File: src/rtl/seg7_scan_decoder.sv
`default_nettype none
// ============================================================================
// Module   : seg7_scan_decoder
// Purpose  : Watches an active-low multi-digit 7-segment bus, waits for it to
//            settle, decodes each digit back to a hex nibble (one digit per
//            cycle) and presents the word with blank/illegal flags over a
//            valid/ready handshake.
// Revision : 1.0 - initial release
// ============================================================================
module seg7_scan_decoder #(
    parameter int NDIG          = 8,
    parameter int STABLE_CYCLES = 4
) (
    input  logic                clk,
    input  logic                rst_n,
    input  logic [7*NDIG-1:0]   seg_in,
    output logic [4*NDIG-1:0]   value,
    output logic [NDIG-1:0]     blank,
    output logic [NDIG-1:0]     illegal,
    output logic                err,
    output logic                out_valid,
    input  logic                out_ready,
    output logic                busy
);

    localparam int CW = (STABLE_CYCLES > 1) ? $clog2(STABLE_CYCLES) : 1;
    localparam int IW = (NDIG > 1) ? $clog2(NDIG) : 1;
    localparam logic [CW-1:0] C_CNT_MAX  = CW'(STABLE_CYCLES - 1);
    localparam logic [IW-1:0] C_IDX_LAST = IW'(NDIG - 1);

    typedef enum logic [1:0] {
        S_IDLE = 2'd0,
        S_SCAN = 2'd1,
        S_OUT  = 2'd2
    } state_t;

    state_t              r_state;
    state_t              w_state_next;

    logic [7*NDIG-1:0]   r_seg_q;
    logic [CW-1:0]       r_cnt;
    logic [7*NDIG-1:0]   r_snap;
    logic [7*NDIG-1:0]   r_last_word;
    logic                r_have_reported;
    logic [IW-1:0]       r_idx;

    logic [4*NDIG-1:0]   r_sh_value;
    logic [NDIG-1:0]     r_sh_blank;
    logic [NDIG-1:0]     r_sh_illegal;
    logic [4*NDIG-1:0]   w_sh_value;
    logic [NDIG-1:0]     w_sh_blank;
    logic [NDIG-1:0]     w_sh_illegal;

    logic                w_stable;
    logic                w_trigger;
    logic                w_capture;
    logic                w_last;
    logic                w_accept;
    logic [6:0]          w_dig;
    logic [5:0]          w_dec;

    // Returns {illegal, blank, nibble} for one active-low glyph.
    function automatic logic [5:0] f_decode(input logic [6:0] p);
        logic [5:0] r;
        r = 6'b10_0000;
        case (p)
            7'h40: r = 6'h00;
            7'h79: r = 6'h01;
            7'h24: r = 6'h02;
            7'h30: r = 6'h03;
            7'h19: r = 6'h04;
            7'h12: r = 6'h05;
            7'h02: r = 6'h06;
            7'h78: r = 6'h07;
            7'h00: r = 6'h08;
            7'h10: r = 6'h09;
            7'h08: r = 6'h0A;
            7'h03: r = 6'h0B;
            7'h46: r = 6'h0C;
            7'h21: r = 6'h0D;
            7'h06: r = 6'h0E;
            7'h0E: r = 6'h0F;
            7'h7F: r = 6'b01_0000;
            default: r = 6'b10_0000;
        endcase
        return r;
    endfunction

    assign w_stable  = (r_cnt == C_CNT_MAX);
    assign w_trigger = (r_state == S_IDLE) && w_stable &&
                       (!r_have_reported || (r_seg_q != r_last_word));
    assign busy      = (r_state != S_IDLE);

    // Stability filter: resample the bus and count consecutive identical samples.
    always_ff @(posedge clk) begin
        if (!rst_n) begin
            r_seg_q <= '0;
            r_cnt   <= '0;
        end else begin
            r_seg_q <= seg_in;
            if (seg_in != r_seg_q) begin
                r_cnt <= '0;
            end else if (r_cnt != C_CNT_MAX) begin
                r_cnt <= r_cnt + CW'(1);
            end
        end
    end

    // Select the snapshot digit currently being scanned and decode it.
    always_comb begin
        w_dig = 7'h7F;
        for (int i = 0; i < NDIG; i++) begin
            if (r_idx == IW'(i)) begin
                w_dig = r_snap[7*i +: 7];
            end
        end
        w_dec = f_decode(w_dig);
    end

    // Merge the freshly decoded digit into the shadow result word.
    always_comb begin
        w_sh_value   = r_sh_value;
        w_sh_blank   = r_sh_blank;
        w_sh_illegal = r_sh_illegal;
        for (int i = 0; i < NDIG; i++) begin
            if (r_idx == IW'(i)) begin
                w_sh_value[4*i +: 4] = w_dec[3:0];
                w_sh_blank[i]        = w_dec[4];
                w_sh_illegal[i]      = w_dec[5];
            end
        end
    end

    // FSM state register.
    always_ff @(posedge clk) begin
        if (!rst_n) begin
            r_state <= S_IDLE;
        end else begin
            r_state <= w_state_next;
        end
    end

    // FSM next-state and control strobes.
    always_comb begin
        w_state_next = r_state;
        w_capture    = 1'b0;
        w_last       = 1'b0;
        w_accept     = 1'b0;
        case (r_state)
            S_IDLE: begin
                if (w_trigger) begin
                    w_capture    = 1'b1;
                    w_state_next = S_SCAN;
                end
            end
            S_SCAN: begin
                if (r_idx == C_IDX_LAST) begin
                    w_last       = 1'b1;
                    w_state_next = S_OUT;
                end
            end
            S_OUT: begin
                if (out_ready) begin
                    w_accept     = 1'b1;
                    w_state_next = S_IDLE;
                end
            end
            default: w_state_next = S_IDLE;
        endcase
    end

    // Datapath: snapshot, digit scan into shadows, publish on the last digit.
    always_ff @(posedge clk) begin
        if (!rst_n) begin
            r_snap          <= '0;
            r_idx           <= '0;
            r_sh_value      <= '0;
            r_sh_blank      <= '0;
            r_sh_illegal    <= '0;
            r_last_word     <= '0;
            r_have_reported <= 1'b0;
            value           <= '0;
            blank           <= '0;
            illegal         <= '0;
            err             <= 1'b0;
            out_valid       <= 1'b0;
        end else begin
            if (w_capture) begin
                r_snap <= r_seg_q;
                r_idx  <= '0;
            end
            if (r_state == S_SCAN) begin
                r_sh_value   <= w_sh_value;
                r_sh_blank   <= w_sh_blank;
                r_sh_illegal <= w_sh_illegal;
                if (!w_last) begin
                    r_idx <= r_idx + IW'(1);
                end
            end
            // The last digit goes straight from the merge into the outputs.
            if (w_last) begin
                value           <= w_sh_value;
                blank           <= w_sh_blank;
                illegal         <= w_sh_illegal;
                err             <= |w_sh_illegal;
                r_last_word     <= r_snap;
                r_have_reported <= 1'b1;
                out_valid       <= 1'b1;
            end
            if (w_accept) begin
                out_valid <= 1'b0;
            end
        end
    end

endmodule
`default_nettype wire

File: config.mk
export PLATFORM = sky130hd
export DESIGN_NAME = seg7_scan_decoder
export DESIGN_NICKNAME = d
export VERILOG_FILES = /design/src/rtl/seg7_scan_decoder.sv
export SDC_FILE = /design/constraint.sdc
export NUM_CORES = 1
export LEC_CHECK = 0
export BUFFER_PORTS_ARGS = -buffer_cell sky130_fd_sc_hd__buf_2
export CAP_MARGIN = 10
export CORE_MARGIN = 5
export CORE_UTILIZATION = 28
export DETAILED_ROUTE_END_ITERATION = 16
export PLACE_DENSITY = 0.45
export SYNTH_ARGS = -nofsm -noshare
export SYNTH_HDL_FRONTEND = slang
export SYNTH_SLANG_ARGS = --single-unit
File: constraint.sdc
create_clock -name clk -period 4.5 [get_ports clk]
set_input_delay 0.45 -clock clk [delete_from_list [all_inputs] [get_ports clk]]
set_output_delay 0.45 -clock clk [all_outputs]
set_load 0.1 [all_outputs]
==> results by group, run 1 <==
Run status
  • Outcome: completed

Final layout
  • Fill cells: 4466
  • Commonest non-fill, non-tap cells in the layout: dfxtp_1, nand2_1, nor2_1
  • Non-Filler Instances: 1988
  • Commonest non-fill, non-tap cell in the layout: dfxtp_1
  • Final Core Density: 32.9%
  • Layout cells sized above 1: 13.1%
  • Nets@finish: 1496
  • Ant. Diodes: 0
  • Syn-to-layout area delta: 17.0%

Floorplanning
  • Die Area: 46100 µm²
  • Row count: 75
  • Core area: 41700 µm²
  • I/O pins: 110
  • Die Y: 215 µm
  • Initial Util: 28.2%
  • Die W: 215 µm

Placement
  • RD Place Congestion: 0.890
  • Worst slack, placed: 0.564 ns
  • Detail Placement HPWL: 26900 µm
  • Placed insts: 1936
  • # port buffers: 109

Clock tree
  • Setup bufs post-CTS: 0
  • Cts hold-fix bufs: 0
  • Clock slew at the register clock pins of the worst setup and hold paths: 0.06 ns
  • Max Root-Sink Buffers: 3
  • H-tree level count: 1
  • CTS tree: yes
  • CTS root buf: clkbuf_16
  • Num CTS Buffers: 31
  • Worst-Skew Late Latency: 0.56 ns
  • CTS resizes: 0
  • Clock Sinks: 268

Power
  • Leakage: 5.54 nW
  • Peak supply drop: 0.285 mV
  • P per Cell Area: 378 nW/µm²

Worst setup path
  • CP Capture Type: flip-flop
  • CP max stage delay: 0.80 ns
  • Worst Path Class, Setup: flip-flop to flip-flop
  • Critical Path Source Type: flip-flop
  • CP cell instances: ha_1, and3b_1, a22o_1, a211oi_1, or2_1, xor2_1, or4_1, nand2_1, nor3_2, o221ai_1
  • Worst EP arrival: 4.32 ns
  • Crit-path max FO: 20
  • Critical Path RT: 4.90 ns
  • Slowest-stage cell, CP: nor3_2

Global route
  • Initial antenna violation count: 0
  • GRT Residual Overflow: 0
  • Total global-route track usage: 15.9%
  • First-pass GRT wire length: 57900 µm
  • Largest net degree at the start of global routing: 90
  • Number of global-route vias before repair: 9404

Drt
  • DR vias/cell: 4.88
  • Routed WL: 38100 µm
  • Vias: 9697
  • Drc violations: 0
  • WL/cell: 19.2 µm
  • Router iterations before antenna repair: 6
  • Drt initial violations: 761
  • Antenna viol nets, final: 0

Logic synthesis
  • Synth Register Bits: 268
  • EDFF count, synth: 0
  • Netlist cell types: 68
  • Syn. warnings: 0
  • Post-synth ARST share: 0%
  • Mapped Avg Cell Area: 8.60 µm²
  • Mapped Nets: 1430
  • Post-Syn Instances: 1364
  • Main synth FF type: dfxtp_1
  • Cell area after synthesis: 11700 µm²
  • Seq/Total Area, Yosys: 45.7%

STA
  • RSZ-0062 raised after global routing: no
  • Final setup violation count: 0
  • Worst slew pin tran: 0.990 ns
  • Post-route setup slack: 0.579 ns
  • Setup_tns: 0 ns
  • Max_slew headroom: 34.0%
  • F_max: 0.255 GHz
  • Final hold violations: 0
  • Tmin final: 3.92 ns
  • Setup clock skew after layout: 0.0125 ns
  • Max-slew violation count: 0
  • Tcrit/Tclk final: 87.1%

Hold path
  • Worst Hold Class: input port to flip-flop

Flow run
  • Maxcap violations: 0
-- stage by stage --
stage / total power [mW] / hold WS [ns] / area, µm²
2_1_floorplan: 2.59 / 0.436 / 11700
3_3_place_gp: 2.70 / 0.437 / 12700
3_5_place_dp: 2.70 / 0.442 / 12700
4_1_cts: 5.27 / 0.0946 / 13700
5_1_grt: 5.38 / 0.114 / 13700
6_report: 5.19 / 0.124 / 13700
-- synth_stat cells, drive strengths merged, types with 3 or more instances --
| library cell | instances | area (µm²) |
|---|---|---|
| a211oi | 23 | 173 |
| a21o | 20 | 150 |
| a21oi | 112 | 561 |
| a221o | 3 | 30.0 |
| a22oi | 7 | 52.6 |
| a31oi | 14 | 87.6 |
| and2 | 62 | 388 |
| buf | 27 | 173 |
| clkbuf | 66 | 248 |
| dfxtp | 268 | 5370 |
| ha | 7 | 87.6 |
| inv | 17 | 63.8 |
| mux2i | 56 | 561 |
| nand2 | 187 | 709 |
| nand2b | 10 | 62.6 |
| nand3 | 41 | 218 |
| nand4 | 18 | 113 |
| nor2 | 137 | 514 |
| nor2b | 15 | 101 |
| nor3 | 15 | 80.1 |
| nor3b | 10 | 75.1 |
| nor4 | 15 | 93.8 |
| o211ai | 9 | 67.6 |
| o21a | 3 | 22.5 |
| o21ai | 52 | 283 |
| o221ai | 8 | 70.1 |
| o22ai | 7 | 43.8 |
| o311a | 5 | 50.1 |
| o31ai | 7 | 52.6 |
| or2 | 3 | 18.8 |
| or3 | 6 | 37.5 |
| or4 | 3 | 22.5 |
| xnor2 | 51 | 447 |
| xor2 | 55 | 482 |
-- final timing paths --
kind                                            start                     end  slack, ns  cells past startpoint
worst max-delay path              r_idx[0]$_SDFF_PN0_  value[12]$_SDFFE_PN0P_       0.58                     10
worst min-delay path                       seg_in[15]  r_seg_q[15]$_SDFF_PN0_       0.12                      2
worst max register to register    r_idx[0]$_SDFF_PN0_  value[12]$_SDFFE_PN0P_       0.58                     10
worst min register to register  value[9]$_SDFFE_PN0P_   value[9]$_SDFFE_PN0P_       0.44                      2
-- kinds of logic after synthesis --
family          synth area share (%)
mux                             4.78
flops                           45.7
simple gates                    21.5
fa+ha+maj                      0.746
xor+xnor                        7.91
buf+inv                         4.13
compound gates                  15.2
-- critical path: cells and delay by family (launching register included) --
family	cells	cell delay [ns]
fa+ha+maj	1	0.61
compound gates	3	0.81
xor+xnor	1	0.17
flops	1	0.40
simple gates	5	1.75
-- area by class of cell --
type | instances | area (µm²) | area share [%]
inverter | 17 | 68.8 | 0.501
sequential | 268 | 5370 | 39.1
clock buffer | 48 | 920 | 6.70
timing repair buffer | 126 | 701 | 5.10
multi-input combinational | 986 | 5900 | 43.0
tap | 539 | 674 | 4.91
clock inverter | 4 | 95.1 | 0.693
-- routing by layer --
metal	GRT usage (%)	share of wire (%)
met5	0	0
met4	4.21	2.5
met3	2.18	4.5
met2	25.1	44
met1	23.0	49
-- registers in the layout, indices dropped and copies added, names as in the netlist --
name,cells
r_idx,3
r_sh_value,28
err,1
r_seg_q,56
illegal,8
r_snap,56
r_sh_illegal,7
r_cnt,2
r_state,2
value,32
blank,8
out_valid,1
r_sh_blank,7
r_have_reported,1
r_last_word,56
-- power by group --
| part | internal [mW] | switching [mW] | leakage (nW) | total [mW] |
|---|---|---|---|---|
| Clock | 1.55 | 0.991 | 0.496 | 2.54 |
| Sequential | 2.40 | 0.0352 | 2.17 | 2.44 |
| Combinational | 0.0790 | 0.131 | 2.87 | 0.210 |
Power figures use the tool's default switching activity.
==> run 2, diff against run 1 <==
--- a/config.mk
+++ b/config.mk
@@ -7,6 +7,7 @@
 export LEC_CHECK = 0
 export BUFFER_PORTS_ARGS = -buffer_cell sky130_fd_sc_hd__buf_2
 export CAP_MARGIN = 10
+export CORE_ASPECT_RATIO = 0.9
 export CORE_MARGIN = 5
 export CORE_UTILIZATION = 28
 export DETAILED_ROUTE_END_ITERATION = 16
==> results by group, run 2 (synthesized netlist as in run 1, its figures left out) <==
Clock tree
  • CTS root buf: clkbuf_16
  • Setup bufs post-CTS: 0 (unchanged)
  • H-tree level count: 1 (unchanged)
  • CTS resizes: 0 (unchanged)
  • Num CTS Buffers: 30 (-3.2%)
  • Max Root-Sink Buffers: 3 (unchanged)
  • Clock slew at the register clock pins of the worst setup and hold paths: 0.06 ns (about the same)
  • Worst-Skew Late Latency: 0.57 ns (about the same)
  • Clock Sinks: 268 (unchanged)
  • CTS tree: yes
  • Cts hold-fix bufs: 0 (unchanged)

Final layout
  • Nets@finish: 1495 (-0.067%)
  • Register area: 5370 µm² (unchanged)
  • Non-Filler Instances: 1997 (+0.45%)
  • Layout cells sized above 1: 13.0% (-0.078 points)
  • Syn-to-layout area delta: 16.5%
  • Fill cells: 4410 (-1.3%)
  • Commonest non-fill, non-tap cell in the layout: dfxtp_1
  • Ant. Diodes: 0 (unchanged)
  • Area of the multi-input gates: 5900 µm² (unchanged)
  • Commonest non-fill, non-tap cells in the layout: dfxtp_1, nand2_1, nor2_1
  • Largest regs: r_last_word: 56 flops, r_seg_q: 56 flops, r_snap: 56 flops

Drt
  • Routed WL: 39000 µm (+2.2%)
  • WL/cell: 19.5 µm (+1.7%)
  • Highest metal used: met4
  • Met2 Wirelength: 16800 µm (-0.93%)
  • M1 WL: 19600 µm (+6.1%)
  • Antenna viol nets, final: 0 (unchanged)
  • DR vias/cell: 4.81 (-1.4%)
  • Vias: 9604 (-0.96%)
  • Met3 Wirelength: 1970 µm (+15%)
  • Drt initial violations: 638 (-16%)
  • Router iterations before antenna repair: 5 (-1)
  • Drc violations: 0 (unchanged)

STA
  • Worst slew pin tran: 1.13 ns (+0.136 ns)
  • Hold slack: 0.113 ns (-0.0109 ns)
  • Final hold violations: 0 (unchanged)
  • Tcrit/Tclk final: 89.9% (+2.8 points)
  • Max-slew violation count: 0 (unchanged)
  • Setup_tns: 0 ns (unchanged)
  • RSZ-0062 raised after global routing: no
  • F_max: 0.247 GHz (-3.1%)
  • Setup clock skew after layout: 0.0124 ns (-0.000170 ns)
  • Final setup violation count: 0 (unchanged)
  • Max_slew headroom: 24.5% (-9.5 points)
  • Tmin final: 4.05 ns (+0.124 ns)

Global route
  • Largest net degree at the start of global routing: 125 (+39%)
  • GRT Residual Overflow: 0 (unchanged)
  • Total global-route track usage: 16.6% (+0.63 points)
  • First-pass GRT wire length: 59300 µm (+2.4%)
  • Number of global-route vias before repair: 9370 (-0.36%)
  • Initial antenna violation count: 0 (unchanged)

Flow run
  • Maxcap violations: 0 (unchanged)

Placement
  • # port buffers: 109 (unchanged)
  • Detail Placement HPWL: 27800 µm (+3.4%)
  • Placed insts: 1944 (+0.41%)
  • RD Place Congestion: 0.886 (-0.47%)

Worst setup path
  • Slowest-stage cell, CP: nor3_2
  • RR Endpoint: value[16]$_SDFFE_PN0P_
  • Critical Path Source Type: flip-flop
  • R2R Setup Slk: 0.45 ns (-0.12 ns)
  • R2R depth: 10 (unchanged)
  • Reg-to-reg startpoint: r_idx[0]$_SDFF_PN0_
  • CP max stage delay: 0.91 ns (+0.11 ns)
  • Worst Path Class, Setup: flip-flop to flip-flop
  • Crit-path max FO: 28 (+40%)
  • CP Capture Type: flip-flop
  • Worst EP arrival: 4.44 ns (+0.12 ns)
  • Critical Path RT: 4.90 ns (about the same)
  • CP cell instances: inv_1, ha_1, o311ai_1, a211oi_1, or2_1, xor2_1, or4_1, nand2_1, nor3_2, o221ai_1

Hold path
  • Hold Path Origin: seg_in[38]
  • Worst Hold Class: input port to flip-flop
  • Hold path endpoint: r_seg_q[38]$_SDFF_PN0_
  • WHS Path Cells: 2 (unchanged)

Floorplanning
  • Initial Util: 28.2% (+0.061 points)
  • I/O pins: 110 (unchanged)
  • Die W: 226 µm (+5.2%)
  • Row count: 71 (-5.3%)
  • Die Y: 204 µm (-4.9%)
  • Core area: 41600 µm² (-0.22%)
  • Die Area: 46100 µm² (about the same)

Power
  • Peak supply drop: 0.245 mV (-14%)
  • Leakage: 5.52 nW (-0.51%)
  • P per Cell Area: 364 nW/µm² (-3.7%)

Run status
  • Outcome: completed
-- run 2: changes by cell type in the layout (fill, tap and decap cells not counted), sizes merged --
cell,previous run,this run
clkbuf,48,45
bufinv,3,1
clkinv,1,7
-- run 2: where the power goes --
| group | total (mW) | leakage [nW] | internal, mW | switching [mW] |
|---|---|---|---|---|
| registers | 2.44 | 2.17 | 2.40 | 0.0357 |
| clock network | 2.33 | 0.456 | 1.35 | 0.982 |
| logic | 0.212 | 2.89 | 0.0796 | 0.132 |
-- run 2: worst max-delay path, delay by kind of cell, from the launching register on --
kind	cells	cell delay, ns
simple gates	4	1.59
compound gates	3	0.88
fa+ha+maj	1	0.78
flops	1	0.35
xor+xnor	1	0.18
buf+inv	1	0.09
-- run 2: how the worst max path moves through the flow --
stage                         from                     end  cells past startpoint
5_1_grt        r_idx[0]$_SDFF_PN0_  value[16]$_SDFFE_PN0P_                     10
3_5_place_dp   r_idx[0]$_SDFF_PN0_  value[16]$_SDFFE_PN0P_                     10
6_report       r_idx[0]$_SDFF_PN0_  value[16]$_SDFFE_PN0P_                     10
3_3_place_gp   r_idx[0]$_SDFF_PN0_  value[16]$_SDFFE_PN0P_                     10
4_1_cts        r_idx[0]$_SDFF_PN0_  value[16]$_SDFFE_PN0P_                     10
2_1_floorplan  r_idx[2]$_SDFF_PN0_  value[25]$_SDFFE_PN0P_                     15
-- run 2: per-stage QoR --
stage          cell area (µm²)  worst slack (ns)  total power [mW]  utilization (%)
3_5_place_dp             12700             0.488              2.70             30.7
6_report                 13700             0.454              4.98             32.9
3_3_place_gp             12700             0.612              2.70             30.7
5_1_grt                  13700             0.140              5.16             32.9
2_1_floorplan            11700              1.20              2.59                -
4_1_cts                  13700             0.472              5.05             32.9
-- run 2: routing by layer --
layer	track usage, %	vias up
met5	0	-
met2	24.9	185
met4	3.13	0
met3	2.77	34
li1	-	4802
met1	25.1	4583
-- run 2: final cells by class --
cell class              instances  share of cell area (%)
repair buffers                126                    5.29
clock inverters                 8                   0.558
flip-flops and latches        268                    39.3
well taps                     547                    5.01
inverters                      17                   0.503
clock buffers                  45                    6.20
multi-input cells             986                    43.2
